## src/rtl/pad_button_debouncer_if.sv

```systemverilog
// Pad-button signal bundle between the board pins and the debouncer.
// There is no valid/ready handshake on this bundle: btn_raw and btn_stable
// are free-running levels, and btn_pressed/btn_released/any_change are
// single-cycle event strobes that the consumer must sample every clk_2x cycle.
interface pad_button_debouncer_if #(
  parameter int BUTTON_COUNT = 7
);
  logic [BUTTON_COUNT-1:0] btn_raw;
  logic [BUTTON_COUNT-1:0] btn_stable;
  logic [BUTTON_COUNT-1:0] btn_pressed;
  logic [BUTTON_COUNT-1:0] btn_released;
  logic                    any_change;

  // Pin side drives the raw levels and observes the conditioned result.
  modport master (
    output btn_raw,
    input  btn_stable,
    input  btn_pressed,
    input  btn_released,
    input  any_change
  );

  // Debouncer side consumes the raw levels and produces the conditioned result.
  modport slave (
    input  btn_raw,
    output btn_stable,
    output btn_pressed,
    output btn_released,
    output any_change
  );
endinterface

```

## src/rtl/pad_button_debouncer.sv

```systemverilog
// Per-button conditioning of the raw PCB buttons in the clk_2x domain:
// two-flop synchroniser, polarity normalisation (1 = pressed), then a
// tick-based debounce that accepts a new level only after it has disagreed
// with the current stable level for DEBOUNCE_TICKS consecutive ticks.
// A single prescaler generates the debounce tick shared by all buttons.
module pad_button_debouncer #(
  parameter int                      BUTTON_COUNT   = 7,
  parameter logic [BUTTON_COUNT-1:0] INVERT_MASK    = BUTTON_COUNT'(1),
  parameter int                      TICK_DIVIDER   = 65536,
  parameter int                      DEBOUNCE_TICKS = 8
) (
  input  logic                  clk,
  input  logic                  reset_n,
  pad_button_debouncer_if.slave pad
);

  // A one-tick debounce would need a zero-width counter; keep at least one bit.
  localparam int PRE_W = (TICK_DIVIDER > 1) ? $clog2(TICK_DIVIDER) : 1;
  localparam int CNT_W = (DEBOUNCE_TICKS > 1) ? $clog2(DEBOUNCE_TICKS) : 1;

  localparam logic [PRE_W-1:0] PRE_LAST = PRE_W'(TICK_DIVIDER - 1);
  localparam logic [CNT_W-1:0] CNT_LAST = CNT_W'(DEBOUNCE_TICKS - 1);

  logic [BUTTON_COUNT-1:0] sync0_q;
  logic [BUTTON_COUNT-1:0] sync1_q;
  logic [BUTTON_COUNT-1:0] level;

  logic [PRE_W-1:0]        presc_q;
  logic                    tick;

  logic [CNT_W-1:0]        cnt_q   [BUTTON_COUNT];
  logic [CNT_W-1:0]        cnt_nxt [BUTTON_COUNT];

  logic [BUTTON_COUNT-1:0] stable_q;
  logic [BUTTON_COUNT-1:0] stable_nxt;
  logic [BUTTON_COUNT-1:0] pressed_q;
  logic [BUTTON_COUNT-1:0] pressed_nxt;
  logic [BUTTON_COUNT-1:0] released_q;
  logic [BUTTON_COUNT-1:0] released_nxt;
  logic                    any_change_q;

  // Two-flop synchroniser. Resetting to INVERT_MASK makes every button read
  // as released after normalisation, so reset never looks like a press.
  always_ff @(posedge clk) begin
    if (!reset_n) begin
      sync0_q <= INVERT_MASK;
      sync1_q <= INVERT_MASK;
    end else begin
      sync0_q <= pad.btn_raw;
      sync1_q <= sync0_q;
    end
  end

  // Active-low pins are flipped only after the second flop.
  assign level = sync1_q ^ INVERT_MASK;

  // Shared prescaler: free-running 0..TICK_DIVIDER-1.
  always_ff @(posedge clk) begin
    if (!reset_n) begin
      presc_q <= '0;
    end else if (presc_q == PRE_LAST) begin
      presc_q <= '0;
    end else begin
      presc_q <= presc_q + PRE_W'(1);
    end
  end

  // The tick is high for exactly the last count of each prescaler period.
  assign tick = (presc_q == PRE_LAST);

  // Debounce decision per button. A match clears the counter immediately, so
  // any bounce back to the stable level restarts the whole qualification.
  // The counter stops at CNT_LAST: reaching it on a tick accepts the level.
  always_comb begin
    cnt_nxt      = cnt_q;
    stable_nxt   = stable_q;
    pressed_nxt  = '0;
    released_nxt = '0;
    for (int i = 0; i < BUTTON_COUNT; i++) begin
      if (level[i] == stable_q[i]) begin
        cnt_nxt[i] = '0;
      end else if (tick) begin
        if (cnt_q[i] == CNT_LAST) begin
          cnt_nxt[i]      = '0;
          stable_nxt[i]   = level[i];
          pressed_nxt[i]  = level[i];
          released_nxt[i] = ~level[i];
        end else begin
          cnt_nxt[i] = cnt_q[i] + CNT_W'(1);
        end
      end
    end
  end

  // Counter, stable-level and event registers. Events are registered on the
  // same edge as the stable level so each pulse lines up with its edge.
  always_ff @(posedge clk) begin
    if (!reset_n) begin
      for (int i = 0; i < BUTTON_COUNT; i++) begin
        cnt_q[i] <= '0;
      end
      stable_q     <= '0;
      pressed_q    <= '0;
      released_q   <= '0;
      any_change_q <= 1'b0;
    end else begin
      cnt_q        <= cnt_nxt;
      stable_q     <= stable_nxt;
      pressed_q    <= pressed_nxt;
      released_q   <= released_nxt;
      any_change_q <= |(pressed_nxt | released_nxt);
    end
  end

  assign pad.btn_stable   = stable_q;
  assign pad.btn_pressed  = pressed_q;
  assign pad.btn_released = released_q;
  assign pad.any_change   = any_change_q;

endmodule

```

## src/flat_wrapper.sv

```systemverilog
// flat-port wrapper written by rule: the top's interface ports become plain ports
module pad_button_debouncer_flat 
#(
  parameter int                      BUTTON_COUNT   = 7,
  parameter logic [BUTTON_COUNT-1:0] INVERT_MASK    = BUTTON_COUNT'(1),
  parameter int                      TICK_DIVIDER   = 65536,
  parameter int                      DEBOUNCE_TICKS = 8
)
  (clk, reset_n, pad_btn_raw, pad_btn_stable, pad_btn_pressed, pad_btn_released, pad_any_change);
  pad_button_debouncer_if #(.BUTTON_COUNT(BUTTON_COUNT)) pad_i ();
  input  logic clk;
  input  logic reset_n;
  input wire logic [$bits(pad_i.btn_raw)-1:0] pad_btn_raw;
  output wire logic [$bits(pad_i.btn_stable)-1:0] pad_btn_stable;
  output wire logic [$bits(pad_i.btn_pressed)-1:0] pad_btn_pressed;
  output wire logic [$bits(pad_i.btn_released)-1:0] pad_btn_released;
  output wire logic [$bits(pad_i.any_change)-1:0] pad_any_change;
  assign pad_i.btn_raw = pad_btn_raw;
  assign pad_btn_stable = pad_i.btn_stable;
  assign pad_btn_pressed = pad_i.btn_pressed;
  assign pad_btn_released = pad_i.btn_released;
  assign pad_any_change = pad_i.any_change;
  pad_button_debouncer #(.BUTTON_COUNT(BUTTON_COUNT), .INVERT_MASK(INVERT_MASK), .TICK_DIVIDER(TICK_DIVIDER), .DEBOUNCE_TICKS(DEBOUNCE_TICKS)) u_core (.clk(clk), .reset_n(reset_n), .pad(pad_i));
endmodule
```

## config.mk

```make
export PLATFORM = sky130hd
export DESIGN_NAME = pad_button_debouncer_flat
export DESIGN_NICKNAME = d
export VERILOG_FILES = /design/src/rtl/pad_button_debouncer_if.sv /design/src/rtl/pad_button_debouncer.sv /design/src/flat_wrapper.sv
export SDC_FILE = /design/constraint.sdc
export NUM_CORES = 1
export LEC_CHECK = 0
export BUFFER_PORTS_ARGS = -buffer_cell sky130_fd_sc_hd__buf_2
export CORE_MARGIN = 3
export CORE_UTILIZATION = 40
export DETAILED_ROUTE_END_ITERATION = 12
export HOLD_SLACK_MARGIN = 0.12
export PLACE_DENSITY = 0.59
export SLEW_MARGIN = 20
export SYNTH_ARGS = -nofsm -noshare
export SYNTH_HDL_FRONTEND = slang
export SYNTH_SLANG_ARGS = --single-unit
```

## constraint.sdc

```tcl
create_clock -name clk -period 4.6 [get_ports clk]
set_clock_uncertainty 0.15 [all_clocks]
set_input_delay 0.46 -clock clk [delete_from_list [all_inputs] [get_ports clk]]
set_output_delay 0.46 -clock clk [all_outputs]
set_load 0.05 [all_outputs]
```

==> impl_metrics.py, run 1 <==
metrics = {
    "placed_design": {
        "gp_congestion": 0.7839,
        "dp_hpwl_um": 3545,
        "port_buffers": 30,
        "dp_cells": 420,
    },
    "setup_path": {
        "cp.arrival_ns": 2.60,
        "cp-start-kind": "flop",
        "crit_required_ns": 4.66,
        "cp_max_fo": 31,
        "end_kind": "flop",
        "path_class": "reg -> reg",
    },
    "final_layout": {
        "drive_gt1_frac": 0.1471,
        "antennaDiodeCount": 0,
        "area_growth_pct": 15.50,
        "finalNetCount": 359,
        "nFillCells": 687,
        "regArea_um2": 1461,
        "fin_cells": 436,
        "multi_input_area_um2": 1359,
    },
    "logic_synthesis": {
        "synth_largest_area_cell": "dfxtp_1",
        "seq_area_frac_synth": 0.5058,
        "synth_most_common_cell": "dfxtp_1",
        "synth_cell_types": 34,
        "avgSynthCellArea_um2": 9.441,
        "synth_top_cell_area_share": 0.5058,
        "synthCells": 306,
        "synth_area_um2": 2889,
        "syn_nets": 330,
        "ys_seq_elements": 73,
        "synth_edf_count": 0,
        "yosys-top-cells-area": "dfxtp_1 (51%), nand2_1 (7.1%), ha_1 (6.5%)",
        "synthArstFlopShare": 0,
        "synth_common_cells": "dfxtp_1 (73), nand2_1 (55), a21oi_1 (23)",
        "yosys_warnings": 0,
        "synthFlopType": "dfxtp_1",
    },
    "clock_tree": {
        "clock_path_buffers": 2,
        "cts_root_buf": "clkbuf_8",
        "cts_resized": 0,
        "htreeDepth": 3,
        "cts.sinks": 73,
        "post_cts_buffers": 0,
        "clkLatencyLatePin_ns": 0.34,
        "cts_hold_buf": 0,
        "clk_pin_slew_worst_paths_ns": 0.07,
        "cts_inserted_buffers": 9,
        "cts_tree": "yes",
    },
    "timing": {
        "max_freq_mhz": 393.0,
        "setup_viol": 0,
        "finalHoldViolations": 0,
        "setup_tns_ns": 0,
        "layout_min_cycle_time_ns": 2.544,
        "tightestPinTransition_ns": 0.8713,
        "slew_viol_final": 0,
        "rsz0062_at_grt": "no",
        "fin_crit_sh": 0.5531,
        "worst_slew_margin_rel": 0.4191,
    },
    "worst_hold_path": {
        "hp-class": "in -> reg",
    },
    "detailed_routing": {
        "antenna_left": 0,
        "vias_per_cell": 4.865,
        "vias": 2121,
        "wl_per_cell_um": 12.52,
        "drt_wl_total_um": 5458,
        "drt-initial-drc-count": 101,
        "drc": 0,
        "dr.pass1.iters": 4,
    },
    "die": {
        "rows": 30,
        "die_h_um": 90.99,
        "start_util": 0.4183,
        "dieArea_um2": 8278,
        "top_level_ports": 31,
        "die_w_um": 90.99,
        "core-area_um2": 6907,
    },
    "global_routing": {
        "antenna_found_initial": 0,
        "overflow": 0,
        "grt_pass1_vias": 2090,
        "grt_max_degree": 44,
        "grt_pass1_wl_um": 9432,
        "grt_use_total": 0.1419,
    },
    "status": {
        "status": "finished, final reports clean",
    },
    "power_and_ir_drop": {
        "p_per_area_nw_per_um2": 375.5,
        "ir_worst_vdd_uv": 237.5,
        "p_leak_nw": 1.349,
    },
    "run": {
        "max_cap_violations": 0,
    },
}
[per-stage QoR]
stage | util | area (um^2) | hold slack [ns] | setup slack [ns] | power, mW
2_1_floorplan | - | 2889 | 0.2363 | 2.909 | 0.6757
3_3_place_gp | 0.4486 | 3098 | 0.2380 | 2.212 | 0.6832
3_5_place_dp | 0.4486 | 3098 | 0.2421 | 2.095 | 0.6832
4_1_cts | 0.4832 | 3337 | 0.1308 | 2.075 | 1.266
5_1_grt | 0.4832 | 3337 | 0.1535 | 1.849 | 1.304
6_report | 0.4832 | 3337 | 0.1467 | 2.056 | 1.253
[cell families after synthesis]
kind of cell | share of synthesized area
compound gates | 0.05760
xor+xnor | 0.06063
fa+ha+maj | 0.06496
buf+inv | 0.02382
flops | 0.5058
mux | 0.02079
simple gates | 0.2663
[registers in the layout, indices dropped and copies added, names as in the netlist]
signal and cells:
u_core.sync0_q 7, u_core.pad.btn_pressed 7, u_core.presc_q 16, u_core.pad.btn_released 7, u_core.pad.btn_stable 7, u_core.pad.any_change 1, u_core.cnt_q 21, u_core.sync1_q 7
[cells in the final DEF (no fill, tap or decap)]
| cell type | instances |
|---|---|
| clkinv_4 | 1 |
| nor2_1 | 18 |
| mux2i_1 | 6 |
| a221oi_1 | 1 |
| and3_1 | 2 |
| nand3_1 | 19 |
| clkinv_2 | 1 |
| clkbuf_8 | 12 |
| inv_1 | 2 |
| xor2_1 | 12 |
| nand4_1 | 5 |
| bufinv_16 | 2 |
| o31ai_1 | 1 |
| a222oi_1 | 1 |
| nor3_1 | 4 |
| nor3b_1 | 12 |
| nand3b_1 | 4 |
| a21oi_1 | 23 |
| a311oi_1 | 1 |
| or4_1 | 1 |
| a22o_1 | 1 |
| and4_1 | 3 |
| or3_1 | 7 |
| xnor2_1 | 8 |
| dfxtp_1 | 73 |
| nor4_1 | 1 |
| ha_1 | 15 |
| and2_1 | 12 |
| nand4_2 | 1 |
| and4_4 | 2 |
| nor3_2 | 1 |
| nand2_1 | 55 |
| buf_2 | 30 |
| a211oi_1 | 1 |
| nand2b_1 | 2 |
[worst paths after layout]
path | start | end | slack [ns] | cells past startpoint
worst max register to register | u_core.presc_q[0]$_SDFF_PP0_ | u_core.presc_q[15]$_SDFF_PP0_ | 2.06 | 5
worst min-delay path | pad_btn_raw[0] | u_core.sync0_q[0]$_SDFF_PN1_ | 0.15 | 2
worst max-delay path | u_core.presc_q[0]$_SDFF_PP0_ | u_core.presc_q[15]$_SDFF_PP0_ | 2.06 | 5
worst min register to register | u_core.sync0_q[0]$_SDFF_PN1_ | u_core.sync1_q[0]$_SDFF_PN1_ | 0.26 | 1
[area by class of cell]
cell class,count,share of cell area
Sequential cell,73,0.4379
Multi-Input combinational cell,219,0.4072
Clock buffer,12,0.04949
Timing Repair Buffer,30,0.04499
Tap cell,96,0.03600
Clock inverter,4,0.02212
Inverter,2,0.002250
[report_power, final]
group	switching, mW	leakage (nW)	total, mW	internal, mW
combinational	0.0135	0.635	0.0229	0.00937
sequential	0.00636	0.591	0.646	0.639
clock	0.234	0.123	0.584	0.350
[per-layer routing]
layer / vias up / GRT usage / routed length [um]
li1: 1106 / - / -
met4: 0 / 0.06658 / 59
met5: - / 0 / 0
met1: 966 / 0.1748 / 2669
met3: 5 / 0.04308 / 230
met2: 44 / 0.2262 / 2499
[worst max-delay path, cell delays in order (launching register included)]
cell and delay, ns:
dfxtp_1 0.40, ha_1 0.23, and4_1 0.24, nand4_2 0.60, nand2_1 0.68, nor2_1 0.11
(Power assumes the default switching activity.)
==> run 2: changes to the inputs <==
==> constraint.sdc (replaced) <==
create_clock -name clk -period 2.5 [get_ports clk]
set_clock_uncertainty 0.15 [all_clocks]
set_input_delay 0.25 -clock clk [delete_from_list [all_inputs] [get_ports clk]]
set_output_delay 0.25 -clock clk [all_outputs]
set_load 0.05 [all_outputs]
==> impl_metrics.py, run 2 (synthesis results as in run 1) <==
metrics = {
    "status": {
        "status": "finished, final reports clean",
    },
    "timing": {
        "fin_crit_sh": 0.8209,
        "max_freq_mhz": 487.3,
        "finalHoldViolations": 0,
        "tightestPinTransition_ns": 0.5582,
        "layout_min_cycle_time_ns": 2.052,
        "setup_viol": 0,
        "worst_slew_margin_rel": 0.6265,
        "slew_viol_final": 0,
        "setup_tns_ns": 0,
        "rsz0062_at_grt": "no",
        "fin_ws_ns": 0.4478,
    },
    "setup_path": {
        "cp-start-kind": "flop",
        "r2r-end": "u_core.cnt_q[3]$_SDFFE_PP0P_",
        "path_class": "reg -> reg",
        "crit_required_ns": 2.63,
        "cp.arrival_ns": 2.18,
        "end_kind": "flop",
        "r2r-start": "u_core.presc_q[0]$_SDFF_PP0_",
        "r2r_slack_ns": 0.45,
        "ff2ff_path_depth": 6,
        "cp_max_fo": 21,
    },
    "die": {
        "die_h_um": 90.99,
        "dieArea_um2": 8278,
        "top_level_ports": 31,
        "rows": 30,
        "start_util": 0.4183,
        "core-area_um2": 6907,
        "die_w_um": 90.99,
    },
    "final_layout": {
        "finalNetCount": 375,
        "multi_input_area_um2": 1359,
        "regMostFlops": "u_core.cnt_q",
        "drive_gt1_frac": 0.1577,
        "regArea_um2": 1461,
        "layout_commonest_cell": "dfxtp_1",
        "area_growth_pct": 20.14,
        "fin_area_um2": 3471,
        "final_cell_mix": "dfxtp_1 (73), nand2_1 (55), buf_2 (30)",
        "nFillCells": 662,
        "antennaDiodeCount": 0,
        "largest_reg_flops": 21,
        "reg_top3": "u_core.cnt_q (21), u_core.presc_q (16)",
    },
    "detailed_routing": {
        "vias": 2178,
        "drt_wl_total_um": 5541,
        "vias_per_cell": 4.829,
        "drc": 0,
        "antenna_left": 0,
        "dr.pass1.iters": 4,
        "wl_per_cell_um": 12.29,
        "drt-initial-drc-count": 92,
    },
    "placed_design": {
        "gp_congestion": 0.7715,
        "place_area_um2": 3163,
        "dp_hpwl_um": 3827,
        "dp_slack_ns": 0.4445,
        "port_buffers": 30,
    },
    "worst_hold_path": {
        "hold-path-endpoint": "u_core.sync1_q[0]$_SDFF_PN1_",
        "worstHoldStart": "u_core.sync0_q[0]$_SDFF_PN1_",
        "hp-class": "reg -> reg",
        "min_path_cells": 1,
    },
    "global_routing": {
        "antenna_found_initial": 0,
        "grt_pass1_vias": 2082,
        "grt_use_total": 0.1434,
        "overflow": 0,
        "grt_max_degree": 29,
        "grt_pass1_wl_um": 9577,
    },
    "clock_tree": {
        "cts_resized": 0,
        "cts_root_buf": "clkbuf_8",
        "htreeDepth": 3,
        "clkLatencyLatePin_ns": 0.34,
        "cts_inserted_buffers": 9,
        "clk_pin_slew_worst_paths_ns": 0.08,
        "cts.sinks": 73,
        "clock_path_buffers": 2,
        "cts_tree": "yes",
        "post_cts_buffers": 0,
    },
    "power_and_ir_drop": {
        "p_leak_nw": 1.407,
        "ir_worst_vdd_uv": 333.4,
        "power_mw": 2.248,
        "p_per_area_nw_per_um2": 647.7,
    },
    "run": {
        "max_cap_violations": 0,
    },
}
==> run 2: changes by cell type in the layout (fill, tap and decap cells not counted), sizes merged <==
cell	change
dlygate4sd3	+9
buf	+7
clkbuf	-2
clkinvlp	+2
clkinv	-1
==> run 2: timing repair <==
item	CTS	global route
setup endpoints to repair	0	0
hold buffers	9	0
hold endpoints to repair	8	0
==> run 2: critical path, stage by stage, from the launching register on <==
cell	delay (ns)
dfxtp_1	0.40
ha_1	0.22
and4_1	0.23
nand4_2	0.29
buf_12	0.26
or3_1	0.31
a21oi_1	0.14
==> run 2: final cells by class <==
type                            count  share of cell area
Sequential cell                    73              0.4211
Multi-Input combinational cell    219              0.3915
Timing Repair Buffer               46             0.08796
Clock buffer                       10             0.03965
Tap cell                           96             0.03461
Clock inverter                      5             0.02307
Inverter                            2            0.002163
==> run 2: worst max-delay path by stage <==
| stage | start | to | slack (ns) | cells after the start |
|---|---|---|---|---|
| 2_1_floorplan | u_core.presc_q[0]$_SDFF_PP0_ | u_core.cnt_q[10]$_SDFFE_PP0P_ | 0.81 | 7 |
| 3_3_place_gp | u_core.presc_q[0]$_SDFF_PP0_ | u_core.cnt_q[15]$_SDFFE_PP0P_ | 0.51 | 6 |
| 3_5_place_dp | u_core.presc_q[0]$_SDFF_PP0_ | u_core.cnt_q[3]$_SDFFE_PP0P_ | 0.44 | 6 |
| 4_1_cts | u_core.presc_q[0]$_SDFF_PP0_ | u_core.cnt_q[3]$_SDFFE_PP0P_ | 0.42 | 6 |
| 5_1_grt | u_core.presc_q[0]$_SDFF_PP0_ | u_core.cnt_q[6]$_SDFFE_PP0P_ | 0.25 | 6 |
| 6_report | u_core.presc_q[0]$_SDFF_PP0_ | u_core.cnt_q[3]$_SDFFE_PP0P_ | 0.45 | 6 |
==> run 2: where the power goes <==
group          leakage (nW)  switching, mW  internal [mW]
sequential            0.591         0.0107           1.18
combinational         0.711         0.0269         0.0273
clock                 0.104          0.425          0.582
total                  1.41          0.463           1.79
==> run 2: routing by layer <==
metal | vias up | GRT usage | share of wire
met5 | - | 0 | 0
met4 | 0 | 0.07161 | 0.019
met3 | 9 | 0.02734 | 0.027
met2 | 25 | 0.2152 | 0.45
met1 | 1007 | 0.1965 | 0.51
li1 | 1137 | - | -
==> run 2: stage by stage <==
stage	cells	utilization	hold slack, ns
floorplan	306	-	0.2015
global placement	427	0.4580	0.2424
detailed placement	427	0.4580	0.2511
CTS	451	0.5025	0.2687
global route	451	0.5025	0.2890
finish	451	0.5025	0.2629
